<file path="src/rtl/mctrl_pkg.sv">
// Shared encodings for the multicycle RV32 control FSM.
// State codes, opcodes, ALU operand/op selects and the control word.
package mctrl_pkg;

  typedef enum logic [3:0] {
    S_FETCH  = 4'd0,
    S_DECODE = 4'd1,
    S_MEMADR = 4'd2,
    S_MEMRD  = 4'd3,
    S_MEMWB  = 4'd4,
    S_MEMWR  = 4'd5,
    S_EXEC   = 4'd6,
    S_RWB    = 4'd7,
    S_BRANCH = 4'd8,
    S_TRAP   = 4'd9
  } state_t;

  localparam logic [6:0] OP_RTYPE = 7'b0110011;
  localparam logic [6:0] OP_LOAD  = 7'b0000011;
  localparam logic [6:0] OP_STORE = 7'b0100011;
  localparam logic [6:0] OP_BEQ   = 7'b1100011;

  localparam logic [1:0] ALU_ADD   = 2'b00;
  localparam logic [1:0] ALU_SUB   = 2'b01;
  localparam logic [1:0] ALU_FUNCT = 2'b10;

  localparam logic [1:0] SRCB_RS2  = 2'b00;
  localparam logic [1:0] SRCB_FOUR = 2'b01;
  localparam logic [1:0] SRCB_IMM  = 2'b10;
  localparam logic [1:0] SRCB_BOFF = 2'b11;

  typedef struct packed {
    logic       pc_en;
    logic       i_or_d;
    logic       mem_read;
    logic       mem_write;
    logic       ir_write;
    logic       reg_write;
    logic       mem_to_reg;
    logic       alu_src_a;
    logic [1:0] alu_src_b;
    logic [1:0] alu_op;
    logic       pc_source;
    logic       trap;
  } ctrl_t;

  function automatic logic is_mem_op(input logic [6:0] op);
    return (op == OP_LOAD) || (op == OP_STORE);
  endfunction

endpackage

</file>
<file path="src/rtl/mctrl_out_decode.sv">
// State (+mem_ready, zero) to control word decoder.
// trap is only asserted when built with MCTRL_TRAP_EN.
module mctrl_out_decode
  import mctrl_pkg::*;
(
  input  state_t i_state,
  input  logic   i_mem_ready,
  input  logic   i_zero,
  output ctrl_t  o_ctrl
);

  logic w_pc_write;
  logic w_pc_write_cond;

  always_comb begin
    o_ctrl          = '0;
    w_pc_write      = 1'b0;
    w_pc_write_cond = 1'b0;
    unique case (i_state)
      S_FETCH: begin
        o_ctrl.mem_read  = 1'b1;
        o_ctrl.alu_src_b = SRCB_FOUR;
        o_ctrl.alu_op    = ALU_ADD;
        o_ctrl.ir_write  = i_mem_ready;
        w_pc_write       = i_mem_ready;
      end
      S_DECODE: begin
        o_ctrl.alu_src_b = SRCB_BOFF;
        o_ctrl.alu_op    = ALU_ADD;
      end
      S_MEMADR: begin
        o_ctrl.alu_src_a = 1'b1;
        o_ctrl.alu_src_b = SRCB_IMM;
        o_ctrl.alu_op    = ALU_ADD;
      end
      S_MEMRD: begin
        o_ctrl.mem_read = 1'b1;
        o_ctrl.i_or_d   = 1'b1;
      end
      S_MEMWB: begin
        o_ctrl.reg_write  = 1'b1;
        o_ctrl.mem_to_reg = 1'b1;
      end
      S_MEMWR: begin
        o_ctrl.mem_write = 1'b1;
        o_ctrl.i_or_d    = 1'b1;
      end
      S_EXEC: begin
        o_ctrl.alu_src_a = 1'b1;
        o_ctrl.alu_src_b = SRCB_RS2;
        o_ctrl.alu_op    = ALU_FUNCT;
      end
      S_RWB: o_ctrl.reg_write = 1'b1;
      S_BRANCH: begin
        o_ctrl.alu_src_a = 1'b1;
        o_ctrl.alu_src_b = SRCB_RS2;
        o_ctrl.alu_op    = ALU_SUB;
        o_ctrl.pc_source = 1'b1;
        w_pc_write_cond  = 1'b1;
      end
`ifdef MCTRL_TRAP_EN
      S_TRAP: o_ctrl.trap = 1'b1;
`endif
      default: o_ctrl = '0;
    endcase
    o_ctrl.pc_en = w_pc_write | (w_pc_write_cond & i_zero);
  end

endmodule

</file>
<file path="src/rtl/multicycle_ctrl.sv">
// Multicycle RV32 main control FSM with retired-instruction counter.
// Define MCTRL_TRAP_EN to trap illegal opcodes until trap_ack.
module multicycle_ctrl
  import mctrl_pkg::*;
#(
  parameter int RET_CNT_W = 16
) (
  input  logic                 clk,
  input  logic                 rst_n,
  input  logic [6:0]           opcode,
  input  logic                 zero,
  input  logic                 mem_ready,
  input  logic                 trap_ack,
  output logic                 pc_en,
  output logic                 i_or_d,
  output logic                 mem_read,
  output logic                 mem_write,
  output logic                 ir_write,
  output logic                 reg_write,
  output logic                 mem_to_reg,
  output logic                 alu_src_a,
  output logic [1:0]           alu_src_b,
  output logic [1:0]           alu_op,
  output logic                 pc_source,
  output logic                 instr_retired,
  output logic [RET_CNT_W-1:0] retire_cnt,
  output logic                 trap
);

  state_t                r_state;
  state_t                w_next;
  ctrl_t                 w_ctrl;
  logic                  w_retire;
  logic                  r_retired;
  logic [RET_CNT_W-1:0]  r_retire_cnt;

  always_ff @(posedge clk) begin
    if (!rst_n) r_state <= S_FETCH;
    else        r_state <= w_next;
  end

  always_comb begin
    w_next = r_state;
    unique case (r_state)
      S_FETCH:  if (mem_ready) w_next = S_DECODE;
      S_DECODE: begin
        if (is_mem_op(opcode))    w_next = S_MEMADR;
        else if (opcode == OP_RTYPE) w_next = S_EXEC;
        else if (opcode == OP_BEQ)   w_next = S_BRANCH;
`ifdef MCTRL_TRAP_EN
        else                         w_next = S_TRAP;
`else
        else                         w_next = S_FETCH;
`endif
      end
      S_MEMADR: w_next = (opcode == OP_STORE) ? S_MEMWR : S_MEMRD;
      S_MEMRD:  if (mem_ready) w_next = S_MEMWB;
      S_MEMWB:  w_next = S_FETCH;
      S_MEMWR:  if (mem_ready) w_next = S_FETCH;
      S_EXEC:   w_next = S_RWB;
      S_RWB:    w_next = S_FETCH;
      S_BRANCH: w_next = S_FETCH;
`ifdef MCTRL_TRAP_EN
      S_TRAP:   if (trap_ack) w_next = S_FETCH;
`endif
      default:  w_next = S_FETCH;
    endcase
  end

`ifndef MCTRL_TRAP_EN
  logic w_unused_trap_ack;
  assign w_unused_trap_ack = trap_ack;
`endif

  mctrl_out_decode u_dec (
    .i_state     (r_state),
    .i_mem_ready (mem_ready),
    .i_zero      (zero),
    .o_ctrl      (w_ctrl)
  );

  always_comb begin
    w_retire = 1'b0;
    unique case (r_state)
      S_MEMWB, S_RWB, S_BRANCH: w_retire = 1'b1;
      S_MEMWR:                  w_retire = mem_ready;
      default:                  w_retire = 1'b0;
    endcase
  end

  always_ff @(posedge clk) begin
    if (!rst_n) begin
      r_retired    <= 1'b0;
      r_retire_cnt <= '0;
    end else begin
      r_retired    <= w_retire;
      r_retire_cnt <= r_retire_cnt
                    + {{(RET_CNT_W-1){1'b0}}, w_retire};
    end
  end

  // Write/load strobes are gated so a mid-op reset never commits anything.
  always_comb begin
    pc_en         = w_ctrl.pc_en & rst_n;
    ir_write      = w_ctrl.ir_write & rst_n;
    reg_write     = w_ctrl.reg_write & rst_n;
    mem_write     = w_ctrl.mem_write & rst_n;
    mem_read      = w_ctrl.mem_read & rst_n;
    i_or_d        = w_ctrl.i_or_d;
    mem_to_reg    = w_ctrl.mem_to_reg;
    alu_src_a     = w_ctrl.alu_src_a;
    alu_src_b     = w_ctrl.alu_src_b;
    alu_op        = w_ctrl.alu_op;
    pc_source     = w_ctrl.pc_source;
    trap          = w_ctrl.trap;
    instr_retired = r_retired;
    retire_cnt    = r_retire_cnt;
  end

endmodule
</file>
<file path="config.mk">
export PLATFORM = sky130hd
export DESIGN_NAME = multicycle_ctrl
export DESIGN_NICKNAME = d
export VERILOG_FILES = /design/src/rtl/mctrl_pkg.sv /design/src/rtl/mctrl_out_decode.sv /design/src/rtl/multicycle_ctrl.sv
export SDC_FILE = /design/constraint.sdc
export NUM_CORES = 1
export LEC_CHECK = 0
export CAP_MARGIN = 20
export CORE_ASPECT_RATIO = 1.1
export CORE_MARGIN = 10
export CORE_UTILIZATION = 40
export DETAILED_ROUTE_END_ITERATION = 16
export GPL_TIMING_DRIVEN = 0
export PLACE_DENSITY = 0.82
export SYNTH_ARGS = -nofsm -noshare
export SYNTH_HDL_FRONTEND = slang
export SYNTH_SLANG_ARGS = --single-unit
</file>
<file path="constraint.sdc">
create_clock -name clk -period 2.9 [get_ports clk]
set_clock_uncertainty 0.1 [all_clocks]
set_input_delay 0.58 -clock clk [delete_from_list [all_inputs] [get_ports clk]]
set_output_delay 0.58 -clock clk [all_outputs]
set_load 0.1 [all_outputs]
</file>
Word-level counts from Yosys, hierarchy flattened
Index checks and enable logic that the tools add are counted.
- output and inout bits: 31
- register bits after elaboration: 21
- logic and storage cells: 52
- reduce and logical (&&, ||, !) cells: 8
- equal/unequal tests: 15
- multiplexer cells: 18
- bitwise logic cells: 7
- add/subtract/negate cells: 1
- operators by type and width (kind ; number):
    $mux W4 ; 6
    $pmux W4 S6 ; 1
    $pmux W4 S5 ; 1
    $add A16 B1 Y16 ; 1
    $eq A4 B3 Y1 const B ; 4
    $eq A7 B6 Y1 const B ; 2
    $eq A4 B2 Y1 const B ; 2
    $mux W1 ; 8
    $eq A7 B2 Y1 const B ; 1
    $eq A7 B7 Y1 const B ; 1
    $and A1 B1 Y1 ; 6
    $ne A2 B2 Y1 const B ; 3
    $reduce_or A2 Y1 ; 3
    $reduce_or A3 Y1 ; 2
    $eq A4 B1 Y1 const B ; 1
    $eq A4 B4 Y1 const B ; 1
    $logic_not A4 Y1 ; 1
    $mux W3 ; 1
    $reduce_and A3 Y1 ; 1
    $pmux W1 S2 ; 1
    $logic_or A1 B1 Y1 ; 1
    $or A1 B1 Y1 ; 1

Longest topological paths before layout
- word-level depth: 5
- depth in mapped cells: 9

Hierarchy
From an unflattened synthesis, not the netlist that was laid out.
- cell total of the unflattened synthesis: 152
- area, all modules: 1288.7 sq um
- by module, submodules not included (module ; seq. area each (sq um) ; cells each ; times used ; area each (sq um)):
    multicycle_ctrl ; 420.4 ; 125 ; 1 ; 1068.5
    mctrl_out_decode ; 0.0 ; 27 ; 1 ; 220.2

Worst setup path before layout
No wires, ideal clock.
- path kind: input port to output port
- start point: input port rst_n
- end point: output port ir_write
- arrival: 3783 ps
- path buffers: 0
- setup slack: -1563 ps
- stages on the path: 3
- path through: inv_1 or3_1 nor4_1
- word-level cells in the longest chain between the ends: 1
- RTL lines (what ; RTL line ; source):
    from (decl) ; multicycle_ctrl.sv:9 ; input logic rst_n,
    $and A1 B1 Y1 ; multicycle_ctrl.sv:105 ; ir_write = w_ctrl.ir_write & rst_n;
    to (decl) ; multicycle_ctrl.sv:18 ; output logic ir_write,
No other way between the ends.

Worst setup path after layout
Same ends and word-level chain as after synthesis.

==> flow_metrics.py <==
metrics = {
    "drt": {
        "drt_wl_total_um": 3520,
        "wl_met1_um": 1330,
        "drc": 0,
        "ant_nets": 0,
        "met2_length_um": 1850,
        "topRoutingLayerUsed": "met4",
        "wl_per_cell_um": 15.6,
        "first_pass_iters": 4,
        "drt_iter0_drc": 69,
        "viasPerCell": 5.60,
        "vias": 1266,
        "wl_met3_um": 284,
    },
    "yosys": {
        "yosys_warnings": 0,
        "synth_seq_area_share_pct": 35.2,
        "synth_top_area_share_pct": 35.2,
        "ys_types": 37,
        "ys_async_sr_fraction_pct": 0,
        "synthFlopType": "dfxtp_1",
        "synth_edf_count": 0,
        "syn_area_per_cell_um2": 8.02,
        "syn_inst": 149,
        "synth_fp_nets": 163,
        "yosys-top-cells-area": "dfxtp_1 (35%), nand2_1 (5.0%), a21oi_1 (4.6%), nand2b_1 (4.2%), mux2i_1 (3.4%)",
        "synth-seq-cells": 21,
        "synth_area_mm2": 0.00119,
        "synth_largest_area_cell": "dfxtp_1",
    },
    "timing": {
        "relSlewSlack_pct": 32.7,
        "final_max_slew_viol_count": 0,
        "finalSetupTns_ns": 0,
        "clock.fmax_mhz": 357,
        "hold_violations": 0,
        "tightest_slew_ns": 1.01,
        "finalCritPeriodShare_pct": 96.6,
        "rsz0062_at_grt": "false",
        "setup_viol": 0,
        "min_period_ns": 2.80,
        "hold_ws_ns": 0.380,
    },
    "clock_tree": {
        "cts_hold_buf": 0,
        "cts_root_buffer": "clkbuf_4",
        "insertion_delay_ns": 0.31,
        "clockBufferDepth": 2,
        "clk_pin_slew_ns": 0.12,
        "clkSinkCount": 21,
        "htree_levels": 1,
        "cts_buffers": 3,
        "cts_tree": "built",
    },
    "floorplan": {
        "die_area_mm2": 0.00558,
        "die_w_um": 72.1,
        "num_rows": 20,
        "fp.coreArea_mm2": 0.00283,
        "die_height_um": 77.3,
        "ios": 43,
        "floorplan.initialDensity_pct": 42.3,
    },
    "worst_hold_path": {
        "hold_depth": 2,
        "hold_start": "retire_cnt[15]",
        "hold_end": "retire_cnt[15]",
        "hp-class": "reg -> reg",
    },
    "global_route": {
        "grt_antenna_before_repair": 0,
        "grt_pass1_vias": 1278,
        "grt_pass1_wl_um": 5720,
        "overflow": 0,
        "gr-usage-all-layers_pct": 12.2,
        "grt_start_max_net_pins": 12,
    },
    "critical_path": {
        "rrSetupSlack_ns": 0.22,
        "reg2regPathDepth": 9,
        "cp.arrival_ns": 2.12,
        "startpoint_type": "input port",
        "r2r_end": "retire_cnt[12]",
        "reg2reg_from": "r_state[1]",
        "cp-end-kind": "primary output",
        "path_max_fanout": 5,
        "critPathKind": "in -> out",
        "cp.required_ns": 2.22,
    },
    "cells_and_area": {
        "drive_gt1_share_pct": 16.1,
        "syn2layout_area_growth_pct": 40.4,
        "diodes": 0,
        "fin_nets": 208,
    },
    "pwr": {
        "p_leak_nw": 0.618,
        "powerDensity_mw_per_mm2": 311,
        "peakVddDrop_mv": 0.239,
        "power_uw": 523,
    },
    "place": {
        "io_buffers": 40,
        "hpwl_um": 2730,
        "place_congestion": 0.913,
    },
    "status": {
        "outcome": "completed",
    },
    "job": {
        "max_cap_violations": 0,
    },
}
state kept, by name (all words and copies together) (netlist names):
register / count
retire_cnt: 16
r_state: 4
instr_retired: 1
cells in the mapped netlist, drive strengths merged (4+ instances only):
master  instances
inv             7
nand4           4
nand3           7
nor2            9
a21oi          11
dfxtp          21
mux2i           4
o31ai           5
o21ai           5
or4             4
nand2b          8
nand2          16
nor2b           5
or3             4
nor4            6
and2            4
nor3            4
clkbuf          5
placed cells by master (no fill, tap or decap), drive strengths merged, types with 2 or more instances in the layout:
| cell type | synthesis | final |
|---|---|---|
| and2 | 4 | 4 |
| a21oi | 11 | 11 |
| nand4 | 4 | 4 |
| clkdlybuf4s50 | 0 | 27 |
| or4 | 4 | 4 |
| or3 | 4 | 4 |
| nor2b | 5 | 5 |
| nand3 | 7 | 7 |
| nor2 | 9 | 9 |
| xnor2 | 2 | 2 |
| ha | 2 | 2 |
| buf | 2 | 6 |
| o31ai | 5 | 5 |
| o21ai | 5 | 5 |
| clkbuf | 5 | 11 |
| xor2 | 2 | 2 |
| nand2 | 16 | 16 |
| nand2b | 8 | 8 |
| nor3b | 2 | 2 |
| dfxtp | 21 | 21 |
| inv | 7 | 7 |
| nor3 | 4 | 4 |
| mux2i | 4 | 4 |
| nor4 | 6 | 6 |
| a32o | 2 | 2 |
| clkdlybuf4s15 | 0 | 6 |
report_power, final:
group | switching [mW] | internal (mW)
clock network | 0.0907 | 0.0537
registers | 0.00134 | 0.289
logic | 0.0596 | 0.0279
total | 0.152 | 0.371
worst max-delay path, stage by stage:
cell,delay (ns)
clkdlybuf4s50_1,0.55
inv_1,0.09
or3_1,0.38
nor4_2,0.18
buf_4,0.34
area by class of cell:
| cell class | count | area (um^2) |
|---|---|---|
| plain buffers | 7 | 33.8 |
| clock buffers | 4 | 26.3 |
| fillers | 265 | 1150 |
| inverters | 7 | 26.3 |
| multi-input cells | 114 | 748 |
| flip-flops and latches | 21 | 420 |
| well taps | 33 | 41.3 |
| repair buffers | 40 | 382 |
through the flow:
stage               setup WS, ns  util [%]  cells  instance area, um^2
finish                    0.0980      59.3    226                 1680
detailed placement        -0.711      58.8    222                 1660
global route             0.00318      59.3    226                 1680
CTS                      0.00502      59.1    226                 1670
floorplan                 -0.386         -    149                 1220
global placement          -0.725      58.8    222                 1660
worst max-delay path by stage:
stage               startpoint           end  slack [ns]  cells after the start
floorplan                rst_n      ir_write       -0.39                      3
global placement         rst_n      ir_write       -0.72                      5
detailed placement       rst_n      ir_write       -0.71                      5
CTS                 r_state[1]  alu_src_b[1]       0.005                      4
global route             rst_n      ir_write       0.003                      5
finish                   rst_n      ir_write         0.1                      5
logic make-up after synthesis:
kind of cell	synth area share, %
adder cells (fa/ha/maj)	2.09
AND/OR/NAND/NOR	37.6
flip-flops	35.2
AO/OA/AOI/OAI	12.9
XOR/XNOR	2.93
multiplexers	4.29
buffers and inverters	4.71
other	0.314
layer usage:
metal | global-route usage, % | up-vias
met4 | 5.23 | 0
met2 | 21.7 | 45
met1 | 11.7 | 593
met5 | 0 | -
met3 | 5.41 | 7
li1 | - | 621
what timing repair did:
action                                  in CTS  in global routing
pin swaps                                    0                  0
endpoints found under the setup margin      13                 12
resized for setup                           47                 11
setup buffers                                0                  0
gates cloned                                 0                  0
(Power assumes the default switching activity.)
